## src/rtl/game_ctrl_if.sv

```systemverilog
// Controller <-> snake datapath bundle: button pulses and status in, move commands and FSM status out.
interface game_ctrl_if;
  logic        btn_up;
  logic        btn_down;
  logic        btn_left;
  logic        btn_right;
  logic        btn_pause;
  logic        game_over;
  logic [10:0] score;
  logic [2:0]  key_stroke;
  logic        step_en;
  logic        soft_rst;
  logic [2:0]  state;
  logic [2:0]  level;

  modport master (
    input  btn_up, btn_down, btn_left, btn_right, btn_pause, game_over, score,
    output key_stroke, step_en, soft_rst, state, level
  );

  modport slave (
    output btn_up, btn_down, btn_left, btn_right, btn_pause, game_over, score,
    input  key_stroke, step_en, soft_rst, state, level
  );
endinterface

```

## src/rtl/game_ctrl.sv

```systemverilog
// Snake game controller: run/pause/over/win FSM, direction filtering and level-scaled move ticks.
// step_en, soft_rst and key_stroke are registered, one cycle after the condition that causes them.
module game_ctrl #(
  parameter logic [10:0] WIN_SCORE = 11'd100,
  parameter logic [2:0]  MAX_LEVEL = 3'd4
) (
  input  logic        clk_5,
  input  logic        rst,
  game_ctrl_if.master bus
);
  typedef enum logic [2:0] {
    IDLE   = 3'b000,
    RUN    = 3'b001,
    PAUSED = 3'b010,
    OVER   = 3'b011,
    WIN    = 3'b100
  } state_t;

  localparam logic [2:0] D_UP    = 3'b000;
  localparam logic [2:0] D_DOWN  = 3'b001;
  localparam logic [2:0] D_LEFT  = 3'b010;
  localparam logic [2:0] D_RIGHT = 3'b011;
  localparam logic [2:0] K_PAUSE = 3'b100;

  state_t     st;
  logic [2:0] cnt;
  logic [2:0] cur_dir;
  logic [2:0] nxt_dir;
  logic [2:0] key_q;
  logic       step_q;
  logic       soft_q;

  logic [7:0] score_div;
  logic [2:0] lvl;
  logic [2:0] thr;
  logic [2:0] press_dir;
  logic [2:0] step_dir;
  logic       press_any;
  logic       dir_ok;
  logic       win_hit;
  logic       step_hit;

  always_comb begin
    score_div = bus.score[10:3];
    lvl       = (score_div > {5'd0, MAX_LEVEL}) ? MAX_LEVEL : score_div[2:0];
    if (rst)
      lvl = 3'd0;
    // Period is 5-level, so a step fires once cnt reaches 4-level; using >= means
    // a level increase mid-count fires immediately rather than waiting for a wrap.
    thr       = 3'd4 - lvl;
    step_hit  = (cnt >= thr);
    win_hit   = (bus.score >= WIN_SCORE);
    press_any = bus.btn_up | bus.btn_down | bus.btn_left | bus.btn_right;
    press_dir = bus.btn_up   ? D_UP   :
                bus.btn_down ? D_DOWN :
                bus.btn_left ? D_LEFT : D_RIGHT;
    // Opposites share bit 1 and differ in bit 0 (UP/DOWN, LEFT/RIGHT).
    dir_ok    = press_any &&
                !((press_dir[1] == cur_dir[1]) && (press_dir[0] != cur_dir[0]));
    step_dir  = dir_ok ? press_dir : nxt_dir;
  end

  always_ff @(posedge clk_5) begin
    if (rst) begin
      st      <= IDLE;
      cnt     <= 3'd0;
      cur_dir <= D_RIGHT;
      nxt_dir <= D_RIGHT;
      key_q   <= K_PAUSE;
      step_q  <= 1'b0;
      soft_q  <= 1'b0;
    end else begin
      step_q <= 1'b0;
      soft_q <= 1'b0;
      key_q  <= K_PAUSE;
      case (st)
        IDLE: begin
          nxt_dir <= step_dir;
          if (press_any || bus.btn_pause) begin
            st  <= RUN;
            cnt <= 3'd0;
          end
        end
        RUN: begin
          nxt_dir <= step_dir;
          if (bus.game_over)
            st <= OVER;
          else if (win_hit)
            st <= WIN;
          else if (bus.btn_pause)
            st <= PAUSED;
          else if (step_hit) begin
            step_q  <= 1'b1;
            key_q   <= step_dir;
            cur_dir <= step_dir;
            cnt     <= 3'd0;
          end else
            cnt <= cnt + 3'd1;
        end
        PAUSED: begin
          if (bus.btn_pause) begin
            st  <= RUN;
            cnt <= 3'd0;
          end
        end
        OVER, WIN: begin
          if (bus.btn_pause) begin
            st      <= IDLE;
            soft_q  <= 1'b1;
            cur_dir <= D_RIGHT;
            nxt_dir <= D_RIGHT;
            cnt     <= 3'd0;
          end
        end
        default: st <= IDLE;
      endcase
    end
  end

  assign bus.key_stroke = key_q;
  assign bus.step_en    = step_q;
  assign bus.soft_rst   = soft_q;
  assign bus.state      = st;
  assign bus.level      = lvl;
endmodule

```

## src/flat_wrapper.sv

```systemverilog
// flat-port wrapper written by rule: the top's interface ports become plain ports
module game_ctrl_flat 
#(
  parameter logic [10:0] WIN_SCORE = 11'd100,
  parameter logic [2:0]  MAX_LEVEL = 3'd4
)
  (clk_5, rst, bus_btn_up, bus_btn_down, bus_btn_left, bus_btn_right, bus_btn_pause, bus_game_over, bus_score, bus_key_stroke, bus_step_en, bus_soft_rst, bus_state, bus_level);
  game_ctrl_if bus_i ();
  input  logic clk_5;
  input  logic rst;
  input wire logic [$bits(bus_i.btn_up)-1:0] bus_btn_up;
  input wire logic [$bits(bus_i.btn_down)-1:0] bus_btn_down;
  input wire logic [$bits(bus_i.btn_left)-1:0] bus_btn_left;
  input wire logic [$bits(bus_i.btn_right)-1:0] bus_btn_right;
  input wire logic [$bits(bus_i.btn_pause)-1:0] bus_btn_pause;
  input wire logic [$bits(bus_i.game_over)-1:0] bus_game_over;
  input wire logic [$bits(bus_i.score)-1:0] bus_score;
  output wire logic [$bits(bus_i.key_stroke)-1:0] bus_key_stroke;
  output wire logic [$bits(bus_i.step_en)-1:0] bus_step_en;
  output wire logic [$bits(bus_i.soft_rst)-1:0] bus_soft_rst;
  output wire logic [$bits(bus_i.state)-1:0] bus_state;
  output wire logic [$bits(bus_i.level)-1:0] bus_level;
  assign bus_i.btn_up = bus_btn_up;
  assign bus_i.btn_down = bus_btn_down;
  assign bus_i.btn_left = bus_btn_left;
  assign bus_i.btn_right = bus_btn_right;
  assign bus_i.btn_pause = bus_btn_pause;
  assign bus_i.game_over = bus_game_over;
  assign bus_i.score = bus_score;
  assign bus_key_stroke = bus_i.key_stroke;
  assign bus_step_en = bus_i.step_en;
  assign bus_soft_rst = bus_i.soft_rst;
  assign bus_state = bus_i.state;
  assign bus_level = bus_i.level;
  game_ctrl #(.WIN_SCORE(WIN_SCORE), .MAX_LEVEL(MAX_LEVEL)) u_core (.clk_5(clk_5), .rst(rst), .bus(bus_i));
endmodule
```

## config.mk

```make
export PLATFORM = sky130hd
export DESIGN_NAME = game_ctrl_flat
export DESIGN_NICKNAME = d
export VERILOG_FILES = /design/src/rtl/game_ctrl_if.sv /design/src/rtl/game_ctrl.sv /design/src/flat_wrapper.sv
export SDC_FILE = /design/constraint.sdc
export NUM_CORES = 1
export LEC_CHECK = 0
export ABC_CLOCK_PERIOD_IN_PS = 3600
export CORE_MARGIN = 3
export CORE_UTILIZATION = 50
export CTS_BUF_LIST = sky130_fd_sc_hd__clkbuf_2 sky130_fd_sc_hd__clkbuf_4 sky130_fd_sc_hd__clkbuf_8
export DETAILED_ROUTE_END_ITERATION = 8
export MAX_ROUTING_LAYER = met4
export PLACE_DENSITY = 0.82
export SLEW_MARGIN = 25
export SYNTH_ARGS = -nofsm -noshare
export SYNTH_HDL_FRONTEND = slang
export SYNTH_SLANG_ARGS = --single-unit
```

## constraint.sdc

```tcl
create_clock -name clk_5 -period 3.6 [get_ports clk_5]
set_clock_uncertainty 0.15 [all_clocks]
set_input_delay 0.72 -clock clk_5 [delete_from_list [all_inputs] [get_ports clk_5]]
set_output_delay 0.72 -clock clk_5 [all_outputs]
set_load 0.1 [all_outputs]
```

==> reports/results.txt <==
status - complete, no violations
detailed placement HPWL - 2.12 mm
Initial Utilization - 55.5%
nets - 196
synthesized area per cell - 8.35 µm²
number of hold buffers added after cts - 0
compound-gate portion of the synthesized area - 28.6%
I/O Pins - 30
Tot Pwr - 470 µW
met1 wire length - 1.21 mm
CTS Buf Count - 3
Max-cap violations - 0
Crit Reg-Reg Startpoint - u_core.bus.state[2]
maximum VDD drop - 279 µV
DR iter-0 viols - 57
r2r setup slk - 1.35 ns
antenna violations before repair - 0
top cells by area, synth - dfxtp_1, a21oi_1, ha_1
WL/cell - 14.9 µm
CTS Root Buffer Type - clkbuf_4
antenna-violating nets left - 0
sequential element share of the synthesized area - 28.0%
uppermost layer routed - met4
core box area - 0.00206 mm²
Worst Setup SP - bus_score[8]
Synth top area share - 28.0%
syn nets - 161
Hold WC Path Type - register to register
Data arrival, critical path - 3.53 ns
routed vias - 1129
height of the die - 53.8 µm
Leakage Power - 0.608 nW
dominant combinational cell family by area after synthesis - compound AO/OA/AOI/OAI gates
vias per cell - 5.70
GP Congestion - 0.855
Top FF cell, synth - dfxtp_1
TritonCTS clock tree - built
H-tree depth - 1
met2 routed WL - 1.48 mm
Syn Std Cell Area - 0.00114 mm²
fmax - 0.286 GHz
first-pass GRT wire length - 4.73 mm
Final Cycle Share - 97.0%
Remaining Overflow, GRT - 0
slew margin rel. - 34.9%
DRC viols - 0
largest net degree at the start of global routing - 19
Worst-path clk slew - 0.11 ns
Pre-antenna DRT Iters - 4
Final Critical Period - 3.49 ns
port buffer count - 27
CTS sink cnt - 16
# rows - 16
Worst EP required - 3.64 ns
GR Util All Layers - 23.0%
CTS max path bufs - 2
r2r worst-path depth - 5
EDFF count, synth - 0
vias in the first global route - 1026
final slew viol count - 0
critical path startpoint category - input port
final instance area - 0.00155 mm²
Post-synth ARST share - 0%
Synth Area in XOR/XNOR - 2.30%
most frequent cells in the layout - clkdlybuf4s50_1, buf_4, dfxtp_1
area share of fa/ha/maj cells after synthesis - 5.47%
synthesis-stage register bit count - 16
layout cells sized above 1 - 21.6%
register area - 320 µm²
total wire length - 2.95 mm
CP Class - input port to register
dpl cell area - 0.00148 mm²
Yosys cell types - 49
multi-input logic area - 724 µm²
Synth area leader - dfxtp_1
mux share of post-synthesis cell area - 0%
crit-path max FO - 3
final core occ - 75.2%
r2r endpoint - u_core.bus.state[1]
Area Overhead vs Synth - 35.6%
die width - 53.8 µm
WL met3 - 200 µm
CP Capture Type - register
simple logic cell fraction of the synthesized area - 25.3%
# diodes - 0
Yosys warning total - 0
pwr dens - 303 mW/mm²
Cells after Synth - 137
Tightest Pin Transition - 0.973 ns
most common cell after layout, fill and taps aside - clkdlybuf4s50_1
WHS - 0.288 ns
Layout fillers - 151
later-pin clock latency in the skew report - 0.30 ns
Final setup viols - 0
Final Hold Vio Count - 0
worst setup path endpoint - u_core.cur_dir[0]
die area - 0.00290 mm²
-- area by class of cell --
cell class | count | share of cell area, %
Multi-Input combinational cell | 100 | 46.7
Sequential cell | 16 | 20.7
Inverter | 11 | 2.91
Clock buffer | 4 | 2.34
Timing Repair Buffer | 40 | 25.2
Tap cell | 27 | 2.18
-- report_power, final --
part           switching, mW  internal (mW)
Clock                 0.0605         0.0616
Sequential            0.0134          0.184
Combinational         0.0840         0.0658
Total                  0.158          0.312
-- logic make-up (layout without fill, tap and decap cells) --
logic type | Yosys count | after routing
AOI/OAI and AO/OA | 41 | 41
xor gates and xnor gates | 3 | 3
adders and majority gates | 5 | 5
buffers and inverters | 21 | 55
DFF | 16 | 16
and+or+nand+nor | 51 | 51
-- cells in the mapped netlist, types with 2 or more instances --
master     n
buf_6      2
dfxtp_1   16
xnor2_1    2
nand3_1    2
ha_1       5
nand2_1   10
o211ai_1   2
o21ai_0    5
nor3b_1    4
buf_2      2
buf_4      3
nand2b_1   2
nor4_1     2
o311ai_4   2
nor2b_1    3
or3_1      4
nor2_1    12
a22oi_1    2
a21oi_1   14
nor3_1     4
inv_1     11
-- layer usage --
metal | up-vias | global-route usage, %
li1 | 563 | -
met1 | 508 | 28.3
met2 | 50 | 38.1
met3 | 8 | 4.16
met4 | 0 | 6.81
met5 | - | -
-- through the flow --
stage | setup slack (ns) | cells | setup TNS (ns)
after floorplan | 0.202 | 137 | 0
after global placement | -0.253 | 192 | -1.18
after detailed placement | -0.342 | 192 | -1.55
after CTS | 0.00481 | 198 | 0
after global routing | -0.0235 | 198 | -0.0235
final | 0.107 | 198 | 0
-- state kept, by name, indices dropped and copies added, names as in the netlist --
register	flops
u_core.bus.key_stroke	3
u_core.bus.state	3
u_core.cnt	3
u_core.nxt_dir	3
u_core.cur_dir	2
u_core.bus.soft_rst	1
u_core.bus.step_en	1
-- critical path, cell delays in order --
cell and delay, ns:
clkdlybuf4s50_1 0.42, or4_4 0.58, nor2_4 0.12, nand3_1 0.12, ha_2 0.21, xnor2_1 0.13, ha_1 0.32, nand2_1 0.07
o211ai_1 0.25, buf_4 0.15, o211ai_1 0.11, nor3_1 0.25, a22oi_1 0.09
-- worst min-delay path by stage --
| stage | end | start | slack [ns] | cells past startpoint |
|---|---|---|---|---|
| after global routing | u_core.nxt_dir[2] | u_core.nxt_dir[2] | 0.32 | 2 |
| after floorplan | u_core.nxt_dir[2] | u_core.nxt_dir[2] | 0.27 | 2 |
| after CTS | u_core.nxt_dir[2] | u_core.nxt_dir[2] | 0.29 | 2 |
| after global placement | u_core.nxt_dir[2] | u_core.nxt_dir[2] | 0.28 | 2 |
| after detailed placement | u_core.nxt_dir[2] | u_core.nxt_dir[2] | 0.28 | 2 |
| final | u_core.nxt_dir[2] | u_core.nxt_dir[2] | 0.29 | 2 |
-- repair_timing --
action | 4_1_cts | 5_1_grt
pin swaps | 0 | 4
gates resized for setup | 2 | 3
setup endpoints to repair | 2 | 5
buffers inserted | 2 | 0
No activity file was read; power rests on OpenSTA's default activity.
